`src/rtl/nonce_result_scanner_if.sv`:
```
// rtl/nonce_result_scanner_if.sv - memory port bundle shared with the nonce-sweep engine
interface nonce_result_scanner_if;
  logic        mem_clk;
  logic        mem_we;
  logic [15:0] mem_addr;
  logic [31:0] mem_write_data;
  logic [31:0] mem_read_data;

  modport master (
    output mem_clk, mem_we, mem_addr, mem_write_data,
    input  mem_read_data
  );

  modport slave (
    input  mem_clk, mem_we, mem_addr, mem_write_data,
    output mem_read_data
  );
endinterface

```
`src/rtl/nonce_result_scanner.sv`:
```
// rtl/nonce_result_scanner.sv - scans per-nonce H0 words for target winners and the minimum
// Optional SCAN_WRITEBACK_EN appends a 4-word result record after the last digest.
module nonce_result_scanner #(
  parameter int NUM_NONCES = 16
) (
  input  logic                  clk,
  input  logic                  reset_n,
  input  logic                  start,
  input  logic [15:0]           result_addr,
  input  logic [31:0]           target,
  output logic                  done,
  nonce_result_scanner_if.master mem,
  output logic                  found,
  output logic [4:0]            win_nonce,
  output logic [4:0]            min_nonce,
  output logic [31:0]           min_h0
);

  localparam logic [4:0]  LAST_N  = 5'(NUM_NONCES - 1);
  localparam logic [15:0] WB_OFFS = 16'(8 * NUM_NONCES);

  typedef enum logic [2:0] {S_IDLE, S_RADDR, S_RWAIT, S_RCAP, S_WB} state_t;

  state_t      state_q, state_d;
  logic [4:0]  n_q, n_d;
  logic [15:0] base_q, base_d;
  logic [31:0] target_q, target_d;
  logic        found_q, found_d;
  logic [4:0]  win_q, win_d;
  logic [4:0]  min_nonce_q, min_nonce_d;
  logic [31:0] min_h0_q, min_h0_d;
  logic [15:0] addr_q, addr_d;
  logic [31:0] h0;

  assign h0          = mem.mem_read_data;
  assign done        = (state_q == S_IDLE);
  assign found       = found_q;
  assign win_nonce   = win_q;
  assign min_nonce   = min_nonce_q;
  assign min_h0      = min_h0_q;
  assign mem.mem_clk  = clk;
  assign mem.mem_addr = addr_q;

`ifdef SCAN_WRITEBACK_EN
  logic        we_q, we_d;
  logic [31:0] wdata_q, wdata_d;
  logic [1:0]  k_q, k_d;
  logic [1:0]  k_next;

  assign k_next             = k_q + 2'd1;
  assign mem.mem_we         = we_q;
  assign mem.mem_write_data = wdata_q;

  function automatic logic [31:0] wb_word(input logic [1:0] k, input logic f,
                                          input logic [4:0] w, input logic [4:0] m,
                                          input logic [31:0] h);
    case (k)
      2'd0:    wb_word = {31'b0, f};
      2'd1:    wb_word = {27'b0, w};
      2'd2:    wb_word = {27'b0, m};
      default: wb_word = h;
    endcase
  endfunction
`else
  assign mem.mem_we         = 1'b0;
  assign mem.mem_write_data = 32'h0;
`endif

  always_comb begin
    state_d     = state_q;
    n_d         = n_q;
    base_d      = base_q;
    target_d    = target_q;
    found_d     = found_q;
    win_d       = win_q;
    min_nonce_d = min_nonce_q;
    min_h0_d    = min_h0_q;
    addr_d      = addr_q;
`ifdef SCAN_WRITEBACK_EN
    we_d        = 1'b0;
    wdata_d     = wdata_q;
    k_d         = k_q;
`endif
    case (state_q)
      S_IDLE: begin
        if (start) begin
          state_d     = S_RADDR;
          base_d      = result_addr;
          target_d    = target;
          n_d         = 5'd0;
          found_d     = 1'b0;
          win_d       = 5'd0;
          min_nonce_d = 5'd0;
          min_h0_d    = 32'hFFFF_FFFF;
        end
      end
      S_RADDR: begin
        addr_d  = base_q + {8'b0, n_q, 3'b0};
        state_d = S_RWAIT;
      end
      S_RWAIT: state_d = S_RCAP;
      S_RCAP: begin
        // Both tests look at pre-edge registers, so a single H0 can win and set the minimum.
        if (!found_q && (h0 < target_q)) begin
          found_d = 1'b1;
          win_d   = n_q;
        end
        if (h0 < min_h0_q) begin
          min_h0_d    = h0;
          min_nonce_d = n_q;
        end
        if (n_q == LAST_N) begin
`ifdef SCAN_WRITEBACK_EN
          state_d = S_WB;
          k_d     = 2'd0;
          we_d    = 1'b1;
          addr_d  = base_q + WB_OFFS;
          wdata_d = {31'b0, found_d};
`else
          state_d = S_IDLE;
`endif
        end else begin
          n_d     = n_q + 5'd1;
          state_d = S_RADDR;
        end
      end
`ifdef SCAN_WRITEBACK_EN
      S_WB: begin
        // Word k is on the bus during this cycle; set up word k+1 or release the bus.
        if (k_q == 2'd3) begin
          state_d = S_IDLE;
        end else begin
          k_d     = k_next;
          we_d    = 1'b1;
          addr_d  = base_q + WB_OFFS + {14'b0, k_next};
          wdata_d = wb_word(k_next, found_q, win_q, min_nonce_q, min_h0_q);
        end
      end
`endif
      default: state_d = S_IDLE;
    endcase
  end

  always_ff @(posedge clk or negedge reset_n) begin
    if (!reset_n) begin
      state_q     <= S_IDLE;
      n_q         <= 5'd0;
      base_q      <= 16'h0;
      target_q    <= 32'h0;
      found_q     <= 1'b0;
      win_q       <= 5'd0;
      min_nonce_q <= 5'd0;
      min_h0_q    <= 32'hFFFF_FFFF;
      addr_q      <= 16'h0;
`ifdef SCAN_WRITEBACK_EN
      we_q        <= 1'b0;
      wdata_q     <= 32'h0;
      k_q         <= 2'd0;
`endif
    end else begin
      state_q     <= state_d;
      n_q         <= n_d;
      base_q      <= base_d;
      target_q    <= target_d;
      found_q     <= found_d;
      win_q       <= win_d;
      min_nonce_q <= min_nonce_d;
      min_h0_q    <= min_h0_d;
      addr_q      <= addr_d;
`ifdef SCAN_WRITEBACK_EN
      we_q        <= we_d;
      wdata_q     <= wdata_d;
      k_q         <= k_d;
`endif
    end
  end

endmodule
```
`src/flat_wrapper.sv`:
```
// flat-port wrapper written by rule: the top's interface ports become plain ports
module nonce_result_scanner_flat 
#(
  parameter int NUM_NONCES = 16
)
  (clk, reset_n, start, result_addr, target, done, found, win_nonce, min_nonce, min_h0, mem_mem_clk, mem_mem_we, mem_mem_addr, mem_mem_write_data, mem_mem_read_data);
  nonce_result_scanner_if mem_i ();
  input  logic clk;
  input  logic reset_n;
  input  logic start;
  input  logic [15:0] result_addr;
  input  logic [31:0] target;
  output logic done;
  output logic found;
  output logic [4:0] win_nonce;
  output logic [4:0] min_nonce;
  output logic [31:0] min_h0;
  output wire logic [$bits(mem_i.mem_clk)-1:0] mem_mem_clk;
  output wire logic [$bits(mem_i.mem_we)-1:0] mem_mem_we;
  output wire logic [$bits(mem_i.mem_addr)-1:0] mem_mem_addr;
  output wire logic [$bits(mem_i.mem_write_data)-1:0] mem_mem_write_data;
  input wire logic [$bits(mem_i.mem_read_data)-1:0] mem_mem_read_data;
  assign mem_mem_clk = mem_i.mem_clk;
  assign mem_mem_we = mem_i.mem_we;
  assign mem_mem_addr = mem_i.mem_addr;
  assign mem_mem_write_data = mem_i.mem_write_data;
  assign mem_i.mem_read_data = mem_mem_read_data;
  nonce_result_scanner #(.NUM_NONCES(NUM_NONCES)) u_core (.clk(clk), .reset_n(reset_n), .start(start), .result_addr(result_addr), .target(target), .done(done), .mem(mem_i), .found(found), .win_nonce(win_nonce), .min_nonce(min_nonce), .min_h0(min_h0));
endmodule
```
`config.mk`:
```
export PLATFORM = sky130hd
export DESIGN_NAME = nonce_result_scanner_flat
export DESIGN_NICKNAME = d
export VERILOG_FILES = /design/src/rtl/nonce_result_scanner_if.sv /design/src/rtl/nonce_result_scanner.sv /design/src/flat_wrapper.sv
export SDC_FILE = /design/constraint.sdc
export NUM_CORES = 1
export LEC_CHECK = 0
export BUFFER_PORTS_ARGS = -buffer_cell sky130_fd_sc_hd__buf_2
export CAP_MARGIN = 10
export CORE_MARGIN = 2
export CORE_UTILIZATION = 25
export CTS_BUF_LIST = sky130_fd_sc_hd__clkbuf_4 sky130_fd_sc_hd__clkbuf_8
export DETAILED_ROUTE_END_ITERATION = 7
export HOLD_SLACK_MARGIN = 0.08
export PLACE_DENSITY = 0.47
export SLEW_MARGIN = 20
export SYNTH_ARGS = -nofsm -noshare
export SYNTH_HDL_FRONTEND = slang
export SYNTH_SLANG_ARGS = --single-unit
```
`constraint.sdc`:
```
create_clock -name clk -period 5.3 [get_ports clk]
set_clock_uncertainty 0.15 [all_clocks]
set_input_delay 0.265 -clock clk [delete_from_list [all_inputs] [get_ports clk]]
set_output_delay 0.265 -clock clk [all_outputs]
set_load 0.01 [all_outputs]
```
# Word-level counts from Yosys, hierarchy flattened
# Index checks and enable logic that the tools add are counted.
word_totals:
  output_inout_bits: 94
  input_bits: 83
  reg_bits: 115
op_classes:
  order_cmp: 2
  muxes: 16
  reduce_logical: 8
  addsub: 2
  n_eq_ne: 8
ops:
  columns: ["operator", "n"]
  rows:
  - ["32-bit less-than comparator", 2]
  - ["32-bit 2-to-1 mux", 2]
  - ["32-bit case mux with 2 select lines", 1]
  - ["5-bit case mux with 2 select lines", 3]
  - ["5-bit 2-to-1 mux", 4]
  - ["16-bit by 8-bit adder with 16-bit output", 1]
  - ["3-bit case mux with 4 select lines", 1]
  - ["3-bit AND reduction", 3]
  - ["3-bit by 2-bit equality test with 1-bit output (second input constant)", 2]
  - ["5-bit by 1-bit adder with 5-bit output (second input constant)", 1]
  - ["5-bit by 4-bit equality test with 1-bit output (second input constant)", 1]
  - ["2-bit by 1-bit inequality test with 1-bit output (second input constant)", 2]
  - ["2-bit inequality test (second input constant)", 2]
  - ["3-bit by 1-bit equality test with 1-bit output (second input constant)", 1]
  - ["3-bit logical NOT", 1]
  - ["1-bit 2-to-1 mux", 3]
  - ["3-bit 2-to-1 mux", 1]
  - ["1-bit case mux with 2 select lines", 1]
  - ["2-bit AND reduction", 1]
  - ["2-bit nonzero test", 1]
  - ["1-bit logical AND", 1]
  - ["1-bit logical NOT", 1]

# Logic depth before layout (Yosys ltp)
# Gate-level depths: netlist of the first run.
depth:
  ltp_word: 4
  ltp_mapped: 10
  ltp_nobuf: 9

==> impl_metrics.ini, run 1 <==
[placed_design]
numPortBuffers = 143
placed_cell_area_sq_mm = 0.008443
place_congestion = 0.7428
pre_cts_ws_ns = 1.703
place_hpwl_mm = 15.04

[synth]
syn_area_sq_mm = 0.007490
yosysWarningCount = 0
synth-edff-count = 0
yosysSeqAreaShare = 0.3862
yosysTopAreaCellShare = 0.2740
synthArstFlopShare = 1.000
synthFlopType = dfrtp_1
synth_seq_cells = 114
synthTopCellsByArea = dfrtp_1 (27%), ha_1 (12%), dfstp_2 (11%)
yosysTopAreaCell = dfrtp_1
synthCells = 749
ys_types = 59
syn_avg_cell_area_sq_um = 10.00

[global_route]
grt_max_degree = 88
track_usage = 0.1380
grt_pass1_wl_mm = 32.94
grt_antenna_before_repair = 0
grt_pass1_vias = 5871
grt-ovfl-total = 0

[sta]
post-route-period-util = 0.6828
rsz0062_at_grt = no
worst_pin_slew_ns = 1.039
finalSetupViolCount = 0
setup_tns_ns = 0
slew_viol_final = 0
max-slew-margin-rel = 0.3071
fmax_ghz = 0.2763
worst_slack_ns = 1.681
hold_viol = 0
fin_crit_ns = 3.619

[setup_path]
r2r_slack_ns = 1.68
cp_max_fo = 24
reg2reg_depth = 8
worst_setup_path_end_kind = register
worstReg2RegStart = u_core.min_h0[5]
r2r-end = u_core.min_h0[3]
cp.arrival_ns = 3.90
cp-start-kind = register
required_ns = 5.58
path_class = reg2reg

[routing]
routedWlPerCell_um = 15.65
ant_nets = 0
drt-met1-wl_mm = 10.57
first_pass_iters = 4
drc = 0
routed-via-count = 6085
wirelength_mm = 21.15
wl_met2_mm = 9.388
wl_met3_um = 933
dr.max_layer_used = met4
drt_first_iter_violations = 204
drt-vias-per-instance = 4.504

[hold_path]
hp-start = mem_mem_read_data[0]
min_path_type = in2reg
worstHoldPathCells = 4
holdPathEnd = u_core.min_h0[0]

[layout]
fin_nets = 1105
drive_gt1_frac = 0.3132
design_area_sq_mm = 0.009697
final_common_cell = buf_2
final_cell_mix = buf_2 (142), dfrtp_1 (82), inv_1 (77), ha_1 (72), dlygate4sd3_1 (69)
n_antenna_cell = 0
area_delta_synth_final_pct = 29.47

[die]
start_util = 0.2534
fp.dieH_um = 177.1
rows = 63
die_area_sq_mm = 0.03136
core_area_sq_mm = 0.02956
die_w_um = 177.1
num_io_pins = 177

[clock_network]
worstSkewPairLatency_ns = 0.55
clk_pin_slew_ns = 0.07
cts_tree = yes

[pwr]
max-vdd-ir-drop_mv = 0.1287
power_density_mw_per_mm2 = 310.9
leakage_nw = 4.533

[job]
maxCapViolCount = 0

[run_status]
status = completed
[final cells by class]
class                   count  area (sq um)
fillers                  3074         19860
multi-input cells         514          3995
flip-flops and latches    114          2893
repair buffers            220          1484
well taps                 390         488.0
clock buffers              24         321.6
inverters                  77         289.0
clock inverters            12         226.5
[stage by stage]
stage                       util  instances  power [mW]  hold slack (ns)
after floorplan                -        781       1.625          -0.1806
after global placement    0.2856       1246       1.892          0.05357
after detailed placement  0.2856       1246       1.898          0.05572
after CTS                 0.3280       1351       3.067          0.08067
after global routing      0.3280       1351       3.216           0.1042
final                     0.3280       1351       3.015           0.1105
[cell families (layout without fill, tap and decap cells)]
group           after synthesis  after routing  share of synthesized area
compound gates              134            134                     0.1385
xor+xnor                      9              9                    0.01052
fa+ha+maj                    74             74                     0.1246
buf+inv                     153            333                    0.09840
flops                       114            114                     0.3862
mux                          60             60                    0.08937
other cells                   1             33                  0.0005007
simple gates                204            204                     0.1519
[critical path, stage by stage, from the launching register on]
cell and delay, ns:
dfstp_2 0.54, inv_1 0.07, ha_1 0.29, a21oi_1 0.32
nand2_1 0.07, o21ai_0 0.18, a311o_1 0.88, nand3_2 0.53
a311oi_1 0.47
[cells in the mapped netlist, drive strengths merged (6+ instances only)]
| library cell | number |
|---|---|
| dfrtp | 82 |
| clkbuf | 31 |
| nor3 | 8 |
| and3 | 9 |
| a311oi | 14 |
| buf | 45 |
| nor3b | 19 |
| o211ai | 7 |
| nor4 | 15 |
| nand4 | 31 |
| a21o | 7 |
| mux2 | 55 |
| o221a | 18 |
| nor2 | 37 |
| nand3 | 6 |
| nand3b | 14 |
| ha | 73 |
| inv | 77 |
| nand2 | 52 |
| o21ai | 29 |
| a211oi | 6 |
| dfstp | 32 |
| a21oi | 35 |
[worst max path at each step]
| stage | start | end | slack (ns) | depth (start not counted) |
|---|---|---|---|---|
| after global placement | u_core.min_h0[5] | u_core.min_h0[3] | 1.78 | 8 |
| final | u_core.min_h0[5] | u_core.min_h0[3] | 1.68 | 8 |
| after floorplan | clk | mem_mem_clk | 2.12 | 1 |
| after global routing | u_core.min_h0[5] | u_core.min_h0[3] | 1.45 | 8 |
| after CTS | u_core.min_h0[5] | u_core.min_h0[3] | 1.66 | 8 |
| after detailed placement | u_core.min_h0[5] | u_core.min_h0[3] | 1.70 | 8 |
[metal layers]
metal,track usage,vias to the layer above
met1,0.1897,2916
met2,0.2090,133
li1,-,3029
met3,0.03501,7
met5,0,-
met4,0.04821,0
[flip-flops by register name (all words and copies together), names as in the netlist]
register             count
u_core.mem.mem_addr     16
u_core.win_nonce         5
u_core.min_nonce         5
u_core.n_q               5
u_core.min_h0           32
u_core.base_q           16
u_core.found             1
u_core.state_q           2
u_core.target_q         32
[power breakdown]
part,switching [mW],leakage [nW],internal (mW)
clock,0.420,0.271,0.701
combinational,0.470,2.87,0.323
sequential,0.0798,1.39,1.02
total,0.970,4.53,2.05
[what timing repair did]
action,4_1_cts,5_1_grt
gates resized for setup,0,0
buffers inserted,0,0
hold endpoints to repair,149,0
hold buffers,70,0
(Power assumes the default switching activity.)
==> inputs of run 2 (changes only) <==
ABC_AREA = 1   (was not set)
PLACE_DENSITY = 0.48   (was 0.47)
clock period = 3.6 ns   (was 5.3 ns; I/O delays follow)
==> run 2 against run 1 <==
Synthesized cell count grew 11%. Area after synthesis shrank 8.2%. Wire length fell by 8.9%. Maximum frequency up 32%. First-iteration DRC count grew 32%. Final cell count up 4.4%. Largest power group is now combinational logic.
==> impl_metrics.ini, run 2 <==
[pwr]
p_seq_frac = 0.332
p_total_mw = 7.295
leakage_nw = 4.856
switching_power_mw = 3.226
p_sw_frac = 0.4422
clkPwrFrac = 0.177
power_density_mw_per_mm2 = 806.8
intPower_mw = 4.069
max-vdd-ir-drop_mv = 0.2623
power_frac_comb = 0.491

[global_route]
grt_max_degree = 88
grt_antenna_before_repair = 0
grt_pass1_vias = 5742
track_usage = 0.1398
grt_pass1_wl_mm = 30.84
grt-ovfl-total = 0

[clock_network]
worstSkewPairLatency_ns = 0.56
clk_pin_slew_ns = 0.08
cts_tree = yes
postCtsSetupBuffers = 0

[synth]
synth_seq_cells = 114
yosysTopAreaCell = dfrtp_1
synthTopCellsByArea = dfrtp_1 (30%), ha_1 (13%), dfstp_2 (12%)
syn_area_sq_mm = 0.006874
syn_avg_cell_area_sq_um = 8.252
synthCells = 833
yosysWarningCount = 0
synthArstFlopShare = 1.000
synthFlopType = dfrtp_1
yosysSeqAreaShare = 0.4208
yosysTopAreaCellShare = 0.2985
ys_types = 33
synthTopCellsByCount = nand2_1 (189), inv_1 (99), dfrtp_1 (82)
synth_most_common_cell = nand2_1
synth-edff-count = 0

[setup_path]
reg2reg_depth = 11
required_ns = 3.88
path_common_cell = nand2_1
cp_top_family = simple AND/OR/NAND/NOR gates
slowest_delay_ns = 0.54
cp.arrival_ns = 3.03
cp-start-kind = register
path_class = reg2reg
cp_max_fo = 37
worst_setup_path_end_kind = register
cp.depth = 11
crit_slowest_cell = dfstp_2
crit_chain = inv_1 -> ha_1 -> a21oi_1 -> o21ai_0 -> a21oi_1 -> o21a_1 -> nand2_1 -> nand2_2 -> nand2_4 -> nand2_1 -> nand2_1
cp_num_buf_inv = 1

[sta]
post-route-period-util = 0.7636
setup_tns_ns = 0
worst_pin_slew_ns = 1.002
fmax_ghz = 0.3638
finalSetupViolCount = 0
rsz0062_at_grt = no
hold_viol = 0
slew_viol_final = 0
max-slew-margin-rel = 0.3323
fin_crit_ns = 2.749

[die]
die_w_um = 169.8
rows = 60
die_area_sq_mm = 0.02884
fp.dieH_um = 169.8
start_util = 0.2551
num_io_pins = 177
core_area_sq_mm = 0.02695

[placed_design]
place_congestion = 0.7557
numPortBuffers = 143
placed_cell_area_sq_mm = 0.007799
place_hpwl_mm = 13.59

[layout]
final_cell_mix = nand2_1 (188), buf_2 (142), inv_1 (99), dlygate4sd3_1 (82), dfrtp_1 (82)
area_delta_synth_final_pct = 31.53
final_common_cell = nand2_1
n_antenna_cell = 0
design_area_sq_mm = 0.009041
fin_nets = 1213
drive_gt1_frac = 0.2507
nFillCells = 2839

[job]
maxCapViolCount = 0

[routing]
drc = 0
ant_nets = 0
drt-vias-per-instance = 4.176
first_pass_iters = 5
wirelength_mm = 19.27
routed-via-count = 5888
routedWlPerCell_um = 13.66
drt_first_iter_violations = 270

[run_status]
status = completed

[hold_path]
min_path_type = in2async
run 2: cell types whose count changed after synthesis, moves of 15 or more:
cell and delta:
mux2_2 -45, a21oi_1 +41, or2_2 +31, o221a_1 -15, inv_1 +22, nand2_1 +137
nor3b_1 -19, nand3_1 +50, nor2_1 +28, nand4_1 -23
run 2: through the flow:
| step | setup slack (ns) | hold WS [ns] | std cells | utilization |
|---|---|---|---|---|
| after global routing | 0.5717 | 0.1250 | 1410 | 0.3355 |
| final | 0.8510 | 0.08366 | 1410 | 0.3355 |
| after floorplan | 1.351 | -0.2656 | 865 | - |
| after detailed placement | 0.8490 | 0.1306 | 1293 | 0.2894 |
| after global placement | 0.8570 | 0.1306 | 1293 | 0.2894 |
| after CTS | 0.8079 | 0.1057 | 1410 | 0.3355 |
run 2: cell families after synthesis:
| family | Yosys count | share of synthesized area |
|---|---|---|
| simple gates | 359 | 0.2242 |
| buf+inv | 165 | 0.1147 |
| flops | 114 | 0.4208 |
| compound gates | 105 | 0.08118 |
| fa+ha+maj | 74 | 0.1358 |
| mux | 10 | 0.01638 |
| xor+xnor | 5 | 0.006370 |
| other cells | 1 | 0.0005455 |
run 2: worst paths after layout:
check,startpoint,to,slack [ns]
worst min register to register,u_core.min_h0[25],u_core.min_h0[25],0.32
worst max register to register,u_core.min_h0[25],u_core.min_nonce[4],0.85
max in group asynchronous,reset_n,u_core.min_h0[0],2.37
worst min-delay path,reset_n,u_core.target_q[19],0.08
min in group clk,result_addr[6],u_core.base_q[6],0.22
worst max-delay path,u_core.min_h0[25],u_core.min_nonce[4],0.85
run 2: layout make-up:
cell class                      instances  area (sq um)  share of cell area
Multi-Input combinational cell        586          3321              0.3673
Sequential cell                       114          2893              0.3200
Timing Repair Buffer                  229          1584              0.1752
Tap cell                              341         426.7             0.04719
Inverter                              104         390.4             0.04318
Clock buffer                           21         280.3             0.03100
Clock inverter                         15         146.4             0.01619
run 2: routing by layer:
metal  track usage  share of wire
met5             0              0
met4       0.04385          0.010
met3       0.04558          0.052
met2        0.2208           0.47
met1        0.1814           0.47
run 2: power groups by stage:
stage,sequential [mW],clock [mW],combinational [mW]
floorplan,2.52,0.0229,2.42
global placement,2.46,0.0168,3.53
detailed placement,2.45,0.0168,3.59
CTS,2.43,1.34,3.67
global route,2.51,1.42,4.19
finish,2.42,1.29,3.58
run 2: worst reg2reg max path: cells and delay by family (launching register included):
family | cells | cell delay, ns
and+or+nand+nor | 5 | 0.94
AOI/OAI and AO/OA | 4 | 0.65
DFF | 1 | 0.54
adders and majority gates | 1 | 0.29
buffers and inverters | 1 | 0.04
run 2: timing repair:
| item | 4_1_cts | 5_1_grt |
|---|---|---|
| gates resized for setup | 0 | 0 |
| endpoints found under the hold margin | 140 | 0 |
| hold buffers | 82 | 0 |
==> inputs of run 3 (changes only) <==
clock period = 2.8 ns   (was 3.6 ns; I/O delays follow)
==> run 3 against run 2 <==
Clock-buffer cell count did not move. Maximum frequency is 8.8% higher. Final cell count is 1.8% higher. Highest routed layer unchanged. Die area unchanged. Non-clock buffer count up 26. Via count up 3.2%.
==> impl_metrics.ini, run 3 (same netlist as run 2, synthesis figures left out) <==
[die]
die_w_um = 169.8
fp.dieH_um = 169.8
core_area_sq_mm = 0.02695
num_io_pins = 177
die_area_sq_mm = 0.02884
rows = 60
start_util = 0.2551

[layout]
multi_input_area_sq_mm = 0.003332
drive_gt1_frac = 0.2539
final_cell_mix = nand2_1 (188), buf_2 (142), inv_1 (99), dlygate4sd3_1 (99), dfrtp_1 (82)
design_area_sq_mm = 0.009319
n_antenna_cell = 0
ff_latch_area_sq_mm = 0.002893
area_delta_synth_final_pct = 35.57
fin_nets = 1239
nFillCells = 2803
final_common_cell = nand2_1

[clock_network]
clk_pin_slew_ns = 0.08
cts_tree = yes
worstSkewPairLatency_ns = 0.54
postCtsSetupBuffers = 0

[setup_path]
cp_max_fo = 28
worstReg2RegStart = u_core.state_q[0]
crit_chain = inv_1 -> ha_2 -> nand2_8 -> nor2_1 -> dlygate4sd3_1 -> a21oi_1 -> dlygate4sd3_1
path_common_cell = dlygate4sd3_1
r2r-end = u_core.target_q[1]
crit_slowest_cell = dlygate4sd3_1
r2r_slack_ns = 0.27
path_class = reg2reg
reg2reg_depth = 7
slowest_delay_ns = 0.56
critical_path.endpoint = u_core.target_q[1]
startpoint = u_core.state_q[0]
required_ns = 3.07
cp.arrival_ns = 2.80
worst_setup_path_end_kind = register
cp-start-kind = register

[global_route]
track_usage = 0.1418
grt-ovfl-total = 0
grt_pass1_wl_mm = 31.53
grt_antenna_before_repair = 0
grt_pass1_vias = 5968
grt_max_degree = 53

[sta]
slew_viol_final = 0
fmax_ghz = 0.3956
hold_viol = 0
post-route-period-util = 0.9027
rsz0062_at_grt = no
setup_tns_ns = 0
max-slew-margin-rel = 0.3875
worst_pin_slew_ns = 0.9158
fin_crit_ns = 2.528
finalSetupViolCount = 0

[routing]
drt-vias-per-instance = 4.231
ant_nets = 0
wirelength_mm = 19.73
routedWlPerCell_um = 13.74
drc = 0
first_pass_iters = 4
drt_first_iter_violations = 227
routed-via-count = 6075

[job]
maxCapViolCount = 0

[hold_path]
min_path_type = in2async

[placed_design]
placed_cell_area_sq_mm = 0.007891
place_hpwl_mm = 14.00
place_congestion = 0.7502
numPortBuffers = 143

[run_status]
status = completed

[pwr]
max-vdd-ir-drop_mv = 0.5775
leakage_nw = 4.987
power_density_mw_per_mm2 = 1041
run 3: worst min-delay path by stage:
stage	cells past startpoint	slack, ns	from	endpoint
floorplan	0	-0.31	reset_n	u_core.base_q[0]
global placement	1	0.01	reset_n	u_core.target_q[19]
detailed placement	1	0.006	reset_n	u_core.target_q[18]
CTS	2	0.13	reset_n	u_core.min_h0[17]
global route	2	0.16	reset_n	u_core.min_h0[15]
finish	2	0.14	reset_n	u_core.min_h0[19]
run 3: critical path: cells and delay by family, from the launching register on:
family,cells,cell delay (ns)
AO/OA/AOI/OAI,1,0.04
adder cells (fa/ha/maj),1,0.28
buffers and inverters,3,1.21
flip-flops,1,0.42
AND/OR/NAND/NOR,2,0.30
run 3: timing repair:
item / 4_1_cts / 5_1_grt
gates resized for setup: 0 / 2
endpoints found under the setup margin: 0 / 7
hold buffers: 99 / 0
hold endpoints to repair: 184 / 0
run 3: per-stage QoR:
step	instances	utilization	hold slack, ns	worst slack (ns)	power, mW
after floorplan	865	-	-0.3056	0.7065	6.373
after global placement	1302	0.2928	0.009853	0.2910	7.890
after detailed placement	1302	0.2928	0.005675	0.2933	7.952
after CTS	1436	0.3454	0.1305	0.1039	9.883
after global routing	1436	0.3458	0.1618	0.08188	10.75
final	1436	0.3458	0.1441	0.2724	9.701
run 3: layout make-up:
type,count,share of cell area
inverter,104,0.04189
multi-input combinational,586,0.3575
timing repair buffer,255,0.1982
clock inverter,15,0.01611
tap,341,0.04578
clock buffer,21,0.03008
sequential,114,0.3104
run 3: power by group:
part	internal [mW]	switching, mW
sequential	2.63	0.494
combinational	2.00	2.91
clock	0.827	0.844
run 3: metal layers:
metal | wire (um) | track usage
met4 | 259 | 0.04236
met3 | 748 | 0.03791
met1 | 9372 | 0.1854
met2 | 9346 | 0.2296
met5 | 0 | 0
